--- config.mk ---
export PLATFORM = sky130hd
export DESIGN_NAME = life_counter
export DESIGN_NICKNAME = d
export VERILOG_FILES = /design/src/rtl/frogger_pkg.sv /design/src/rtl/rise_detect.sv /design/src/rtl/life_counter.sv
export SDC_FILE = /design/constraint.sdc
export NUM_CORES = 1
export LEC_CHECK = 0
export ABC_CLOCK_PERIOD_IN_PS = 1400
export CORE_AREA = 2 2 39 41
export DETAILED_ROUTE_END_ITERATION = 16
export DIE_AREA = 0 0 41 43
export PLACE_DENSITY_LB_ADDON = 0.1
export SLEW_MARGIN = 30
export SYNTH_ARGS = -nofsm -noshare
export SYNTH_HDL_FRONTEND = slang
export SYNTH_SLANG_ARGS = --single-unit
--- constraint.sdc ---
create_clock -name clk -period 1.4 [get_ports clk]
set_input_delay 0.21 -clock clk [delete_from_list [all_inputs] [get_ports clk]]
set_output_delay 0.21 -clock clk [all_outputs]
set_load 0.05 [all_outputs]
--- src/rtl/frogger_pkg.sv ---
// Shared Frogger game types and default constants.
// Latency: n/a (types and constants only).
// Backpressure: n/a.
package frogger_pkg;

    // Life-tracking states shared by life_counter and the game-control FSM
    typedef enum logic [1:0] {
        ALIVE     = 2'd0,
        COOLDOWN  = 2'd1,
        GAME_OVER = 2'd2
    } life_state_t;

    // Default lives, bonus ceiling and invulnerability window length
    localparam int LIVES_START  = 3;
    localparam int LIVES_MAX    = 7;
    localparam int HIT_COOLDOWN = 4;

endpackage

--- src/rtl/rise_detect.sv ---
// Rising-edge detector: one-cycle pulse on each 0->1 transition of a level.
// Latency: combinational pulse, valid in the cycle the level first reads high.
// Backpressure: none; a level held high yields exactly one pulse.
module rise_detect (
    input  logic clk,
    input  logic reset,
    input  logic in,
    output logic pulse
);

    logic r_in_d;

    // History flop; clears to 0 so a level already high after reset counts
    always_ff @(posedge clk or posedge reset) begin
        if (reset) begin
            r_in_d <= 1'b0;
        end else begin
            r_in_d <= in;
        end
    end

    assign pulse = in & ~r_in_d;

endmodule

--- src/rtl/life_counter.sv ---
// Saturating lives down-counter with post-hit invulnerability and game-over latch.
// Latency: one cycle from sampled hit/bonus edge to lives/invuln/game_over.
// Backpressure: none; events arriving during cooldown (hit) or game-over are dropped.
// Optional macro LIFE_BONUS_EN adds the bonus port (rising edge awards a life, capped at MAX).
module life_counter
    import frogger_pkg::*;
#(
    parameter int WIDTH    = 3,
    parameter int START    = LIVES_START,
    parameter int MAX      = LIVES_MAX,
    parameter int COOLDOWN = HIT_COOLDOWN
) (
    input  logic             clk,
    input  logic             reset,
    input  logic             hit,
`ifdef LIFE_BONUS_EN
    input  logic             bonus,
`endif
    output logic [WIDTH-1:0] lives,
    output logic             invuln,
    output logic             game_over
);

    // The COOLDOWN parameter shadows the enum literal of the same name,
    // so the state literal is always referenced through the package scope.
    localparam int                CW         = (COOLDOWN > 1) ? $clog2(COOLDOWN) : 1;
    localparam logic [WIDTH-1:0]  L_START    = WIDTH'(START);
    localparam logic [WIDTH-1:0]  L_MAX      = WIDTH'(MAX);
    localparam logic [CW-1:0]     L_CNT_LOAD = CW'(COOLDOWN - 1);

    life_state_t       r_state;
    logic [WIDTH-1:0]  r_lives;
    logic [CW-1:0]     r_cnt;

    life_state_t       w_state_nxt;
    logic [WIDTH-1:0]  w_lives_nxt;
    logic [CW-1:0]     w_cnt_nxt;
    logic [WIDTH-1:0]  w_lives_inc;
    logic              w_hit_e;
    logic              w_bonus_e;

    rise_detect u_hit_edge (
        .clk   (clk),
        .reset (reset),
        .in    (hit),
        .pulse (w_hit_e)
    );

`ifdef LIFE_BONUS_EN
    rise_detect u_bonus_edge (
        .clk   (clk),
        .reset (reset),
        .in    (bonus),
        .pulse (w_bonus_e)
    );
`else
    // Without bonus support the event never fires, so lives only ever decrement
    assign w_bonus_e = 1'b0;
`endif

    // Bonus increment that saturates at the ceiling instead of wrapping
    assign w_lives_inc = (r_lives >= L_MAX) ? L_MAX : r_lives + 1'b1;

    // State, lives and cooldown registers
    always_ff @(posedge clk or posedge reset) begin
        if (reset) begin
            r_state <= ALIVE;
            r_lives <= L_START;
            r_cnt   <= '0;
        end else begin
            r_state <= w_state_nxt;
            r_lives <= w_lives_nxt;
            r_cnt   <= w_cnt_nxt;
        end
    end

    // Next-state: hit handling in ALIVE, cooldown countdown, absorbing game-over
    always_comb begin
        w_state_nxt = r_state;
        w_lives_nxt = r_lives;
        w_cnt_nxt   = r_cnt;
        case (r_state)
            ALIVE: begin
                if (w_hit_e) begin
                    if (w_bonus_e) begin
                        // Hit and bonus cancel out but still trigger invulnerability
                        w_cnt_nxt   = L_CNT_LOAD;
                        w_state_nxt = frogger_pkg::COOLDOWN;
                    end else if (r_lives == WIDTH'(1)) begin
                        w_lives_nxt = '0;
                        w_state_nxt = GAME_OVER;
                    end else begin
                        w_lives_nxt = r_lives - 1'b1;
                        w_cnt_nxt   = L_CNT_LOAD;
                        w_state_nxt = frogger_pkg::COOLDOWN;
                    end
                end else if (w_bonus_e) begin
                    w_lives_nxt = w_lives_inc;
                end
            end
            frogger_pkg::COOLDOWN: begin
                if (r_cnt == '0) begin
                    w_state_nxt = ALIVE;
                end else begin
                    w_cnt_nxt = r_cnt - 1'b1;
                end
                if (w_bonus_e) begin
                    w_lives_nxt = w_lives_inc;
                end
            end
            GAME_OVER: begin
                w_lives_nxt = '0;
            end
            default: begin
                w_state_nxt = ALIVE;
            end
        endcase
    end

    assign lives     = r_lives;
    assign invuln    = (r_state == frogger_pkg::COOLDOWN);
    assign game_over = (r_state == GAME_OVER);

endmodule

==> metrics <==
CTS Buffer Depth 2; CTS Sinks 8; outcome finished, violations left; Final Slew Violations 0; Critical Path End Type flip-flop; synthesized flop and latch total 8; final clock period utilization by the worst path 101%; wire length of the first global-routing pass 1.42 mm; ratio of cells with drive above 1 in the final layout about two fifths; final setup violation count 4; synth unique cells 18; required time of the critical path approximately 1.6 ns; detailed placement HPWL 652 um; count of endpoints failing hold in the final timing report 0; worst min-delay path class input pin to async pin; final cell area excluding filler cells between 600 and 700 um2; measured slew at the worst slew-check pin 0.325 ns; number of I/O pins 8; share of the yosys chip area belonging to registers approximately half; via count normalized by instance count between 4 and 5; average routed wire per standard cell around 12 um; highest attainable clock frequency slightly above 700 MHz; cell count after synthesis 40; largest net degree at the start of global routing 9; Horiz. Die Dim approximately 41 um; worst skew pair latency 0.26 ns; Lkg Pwr 0.307 nW; Fin Hold WS between 0.15 and 0.2 ns; total via count after detailed routing 324; Data arrival, critical path 1.60 ns; post-place setup slack -0.153 ns; setup repair after global routing missed its margin true; Syn Std Cell Area 418 um2; clk root buf sky130_fd_sc_hd__clkbuf_4; full die area approximately 1800 um2; Total Neg Setup Slack -0.0410 ns; Placement Rows 14; Critical Path Start Type flip-flop; overflow left after global routing 0; total routing resource utilization after global routing 13.0%; peak supply drop ~1.0 mV; Crit Path Max Fanout 5; total nets after synthesis 46; effective utilization at floorplan 30.2%; Detailed Routing Iterations Pass 1 2; placer congestion estimate 0.685; total wirelength of the detailed-routed design between 800 and 900 um; Worst Clk Skew roughly 0.0078 ns; Worst-path clk slew approximately 0.06 ns; critical path class flip-flop to flip-flop; CTS HTree Levels 1; number of global-route vias before repair approximately 350; minimum setup slack in the final design -0.0208 ns; Post-route DRC 0; timing startpoint of the critical path lives[1]$_DFFE_PP1P_; min cycle time layout ~1.4 ns; placed cell areas 601 um2; initial antenna violation count 0; number of warning messages in the yosys log 0; average footprint of a synthesized cell about 10 um2; CTS Hold Buffers Added 0; CTS tree built; initial DRC count 5; ranking of synthesized cells by area sky130_fd_sc_hd__dfrtp_1 36%, sky130_fd_sc_hd__dfstp_2 13%, sky130_fd_sc_hd__ha_1 9.0%, sky130_fd_sc_hd__inv_1 7.2%, sky130_fd_sc_hd__mux2i_1 4.8%; count of max-cap constraint violations 0; Area Overhead vs Synth 55.1%; number of nets with antenna violations after routing 0; startpoint of the worst-slack reg-to-reg timing path lives[1]$_DFFE_PP1P_; cell type with the largest total area after synthesis sky130_fd_sc_hd__dfrtp_1; CTS Buf Count 3; Die Height 43 um; Core Region about 1400 um2; number of buffer cells added on primary ports 7; Power Dens Cells around 2500 nW/um2; violated checks negative setup slack; Antenna diodes 0; net count reported at finish 63; Synth top area share between 30% and 40%; Slew Limit Headroom 78.2%
==> layout make-up <==
cell class                 instances  area, um2
clock buffer                       4       26.3
multi-input combinational         24        210
sequential                         8        204
tap                               16       20.0
inverter                           8       30.0
timing repair buffer              12        158
fill                             131        736
==> repair_timing <==
item / CTS / global route
pin swaps: 1 / 3
setup endpoints to repair: 4 / 7
setup buffers: 1 / 0
gates resized for setup: 0 / 3
==> report_power, final <==
group | switching [W] | internal [W]
clock network | 0.0000896 | 0.000110
registers | 0.0000954 | 0.000345
logic | 0.000494 | 0.000488
total | 0.000679 | 0.000942
==> worst max-delay path, cell delays in order (launching register included) <==
cell,delay (ns)
sky130_fd_sc_hd__dfstp_2,0.53
sky130_fd_sc_hd__inv_2,0.05
sky130_fd_sc_hd__ha_4,0.15
sky130_fd_sc_hd__a2111o_1,0.44
sky130_fd_sc_hd__mux2i_1,0.17
==> synthesized netlist by cell type <==
master,count
sky130_fd_sc_hd__dfrtp_1,6
sky130_fd_sc_hd__a22oi_2,1
sky130_fd_sc_hd__a2111o_1,1
sky130_fd_sc_hd__nand2b_4,1
sky130_fd_sc_hd__nand3b_1,2
sky130_fd_sc_hd__a21oi_1,3
sky130_fd_sc_hd__nor3b_2,1
sky130_fd_sc_hd__nor2_1,3
sky130_fd_sc_hd__dfstp_2,2
sky130_fd_sc_hd__o22ai_1,1
sky130_fd_sc_hd__o21ai_1,1
sky130_fd_sc_hd__and2_1,1
sky130_fd_sc_hd__inv_1,8
sky130_fd_sc_hd__nand2_1,2
sky130_fd_sc_hd__nor2b_1,1
sky130_fd_sc_hd__mux2i_1,2
sky130_fd_sc_hd__nor3_1,1
sky130_fd_sc_hd__ha_1,3
==> layout by cell type (no fill, tap or decap), drive strengths merged, types with 3 or more instances in the layout <==
| master | Yosys | layout |
|---|---|---|
| inv | 8 | 8 |
| a21oi | 3 | 3 |
| clkbuf | 0 | 4 |
| nor2 | 3 | 3 |
| buf | 0 | 10 |
| ha | 3 | 3 |
| dfrtp | 6 | 6 |
==> per-layer routing <==
layer / vias to the layer above / GRT usage (%) / share of wire [%]
li1: 165 / - / -
met1: 148 / 12.6 / 39
met4: 0 / 10.0 / 2.8
met2: 8 / 20.6 / 53
met3: 3 / 4.71 / 5.2
met5: - / 0 / 0
==> logic make-up after synthesis <==
logic type,after synthesis,synth area share [%]
AO/OA/AOI/OAI,7,12.0
multiplexers,2,4.79
adder cells (fa/ha/maj),3,8.98
flip-flops,8,48.5
AND/OR/NAND/NOR,12,18.6
buffers and inverters,8,7.19
==> sequential cells by signal, indices dropped and copies added (netlist names) <==
name,cells
r_cnt,2
lives,3
u_hit_edge.r_in_d,1
r_state,2
==> through the flow <==
step / utilization [%] / instances / total power [W]
3_3_place_gp: 43.4 / 67 / 0.00134
4_1_cts: 45.8 / 72 / 0.00160
3_5_place_dp: 43.4 / 67 / 0.00137
5_1_grt: 46.8 / 72 / 0.00173
2_1_floorplan: - / 40 / 0.000958
6_report: 46.8 / 72 / 0.00162
==> worst paths after layout <==
kind                                        end  slack (ns)  cells past startpoint
max in group asynchronous  lives[0]$_DFFE_PP1P_        0.91                      2
setup / recovery           lives[0]$_DFFE_PP1P_       -0.02                      4
min in group clk           lives[2]$_DFFE_PP0P_        0.52                      1
hold reg to reg            lives[2]$_DFFE_PP0P_        0.52                      1
setup reg to reg           lives[0]$_DFFE_PP1P_       -0.02                      4
hold / removal             r_cnt[0]$_DFFE_PP0P_        0.19                      2
Note: power is estimated with default switching activity, not from simulation.
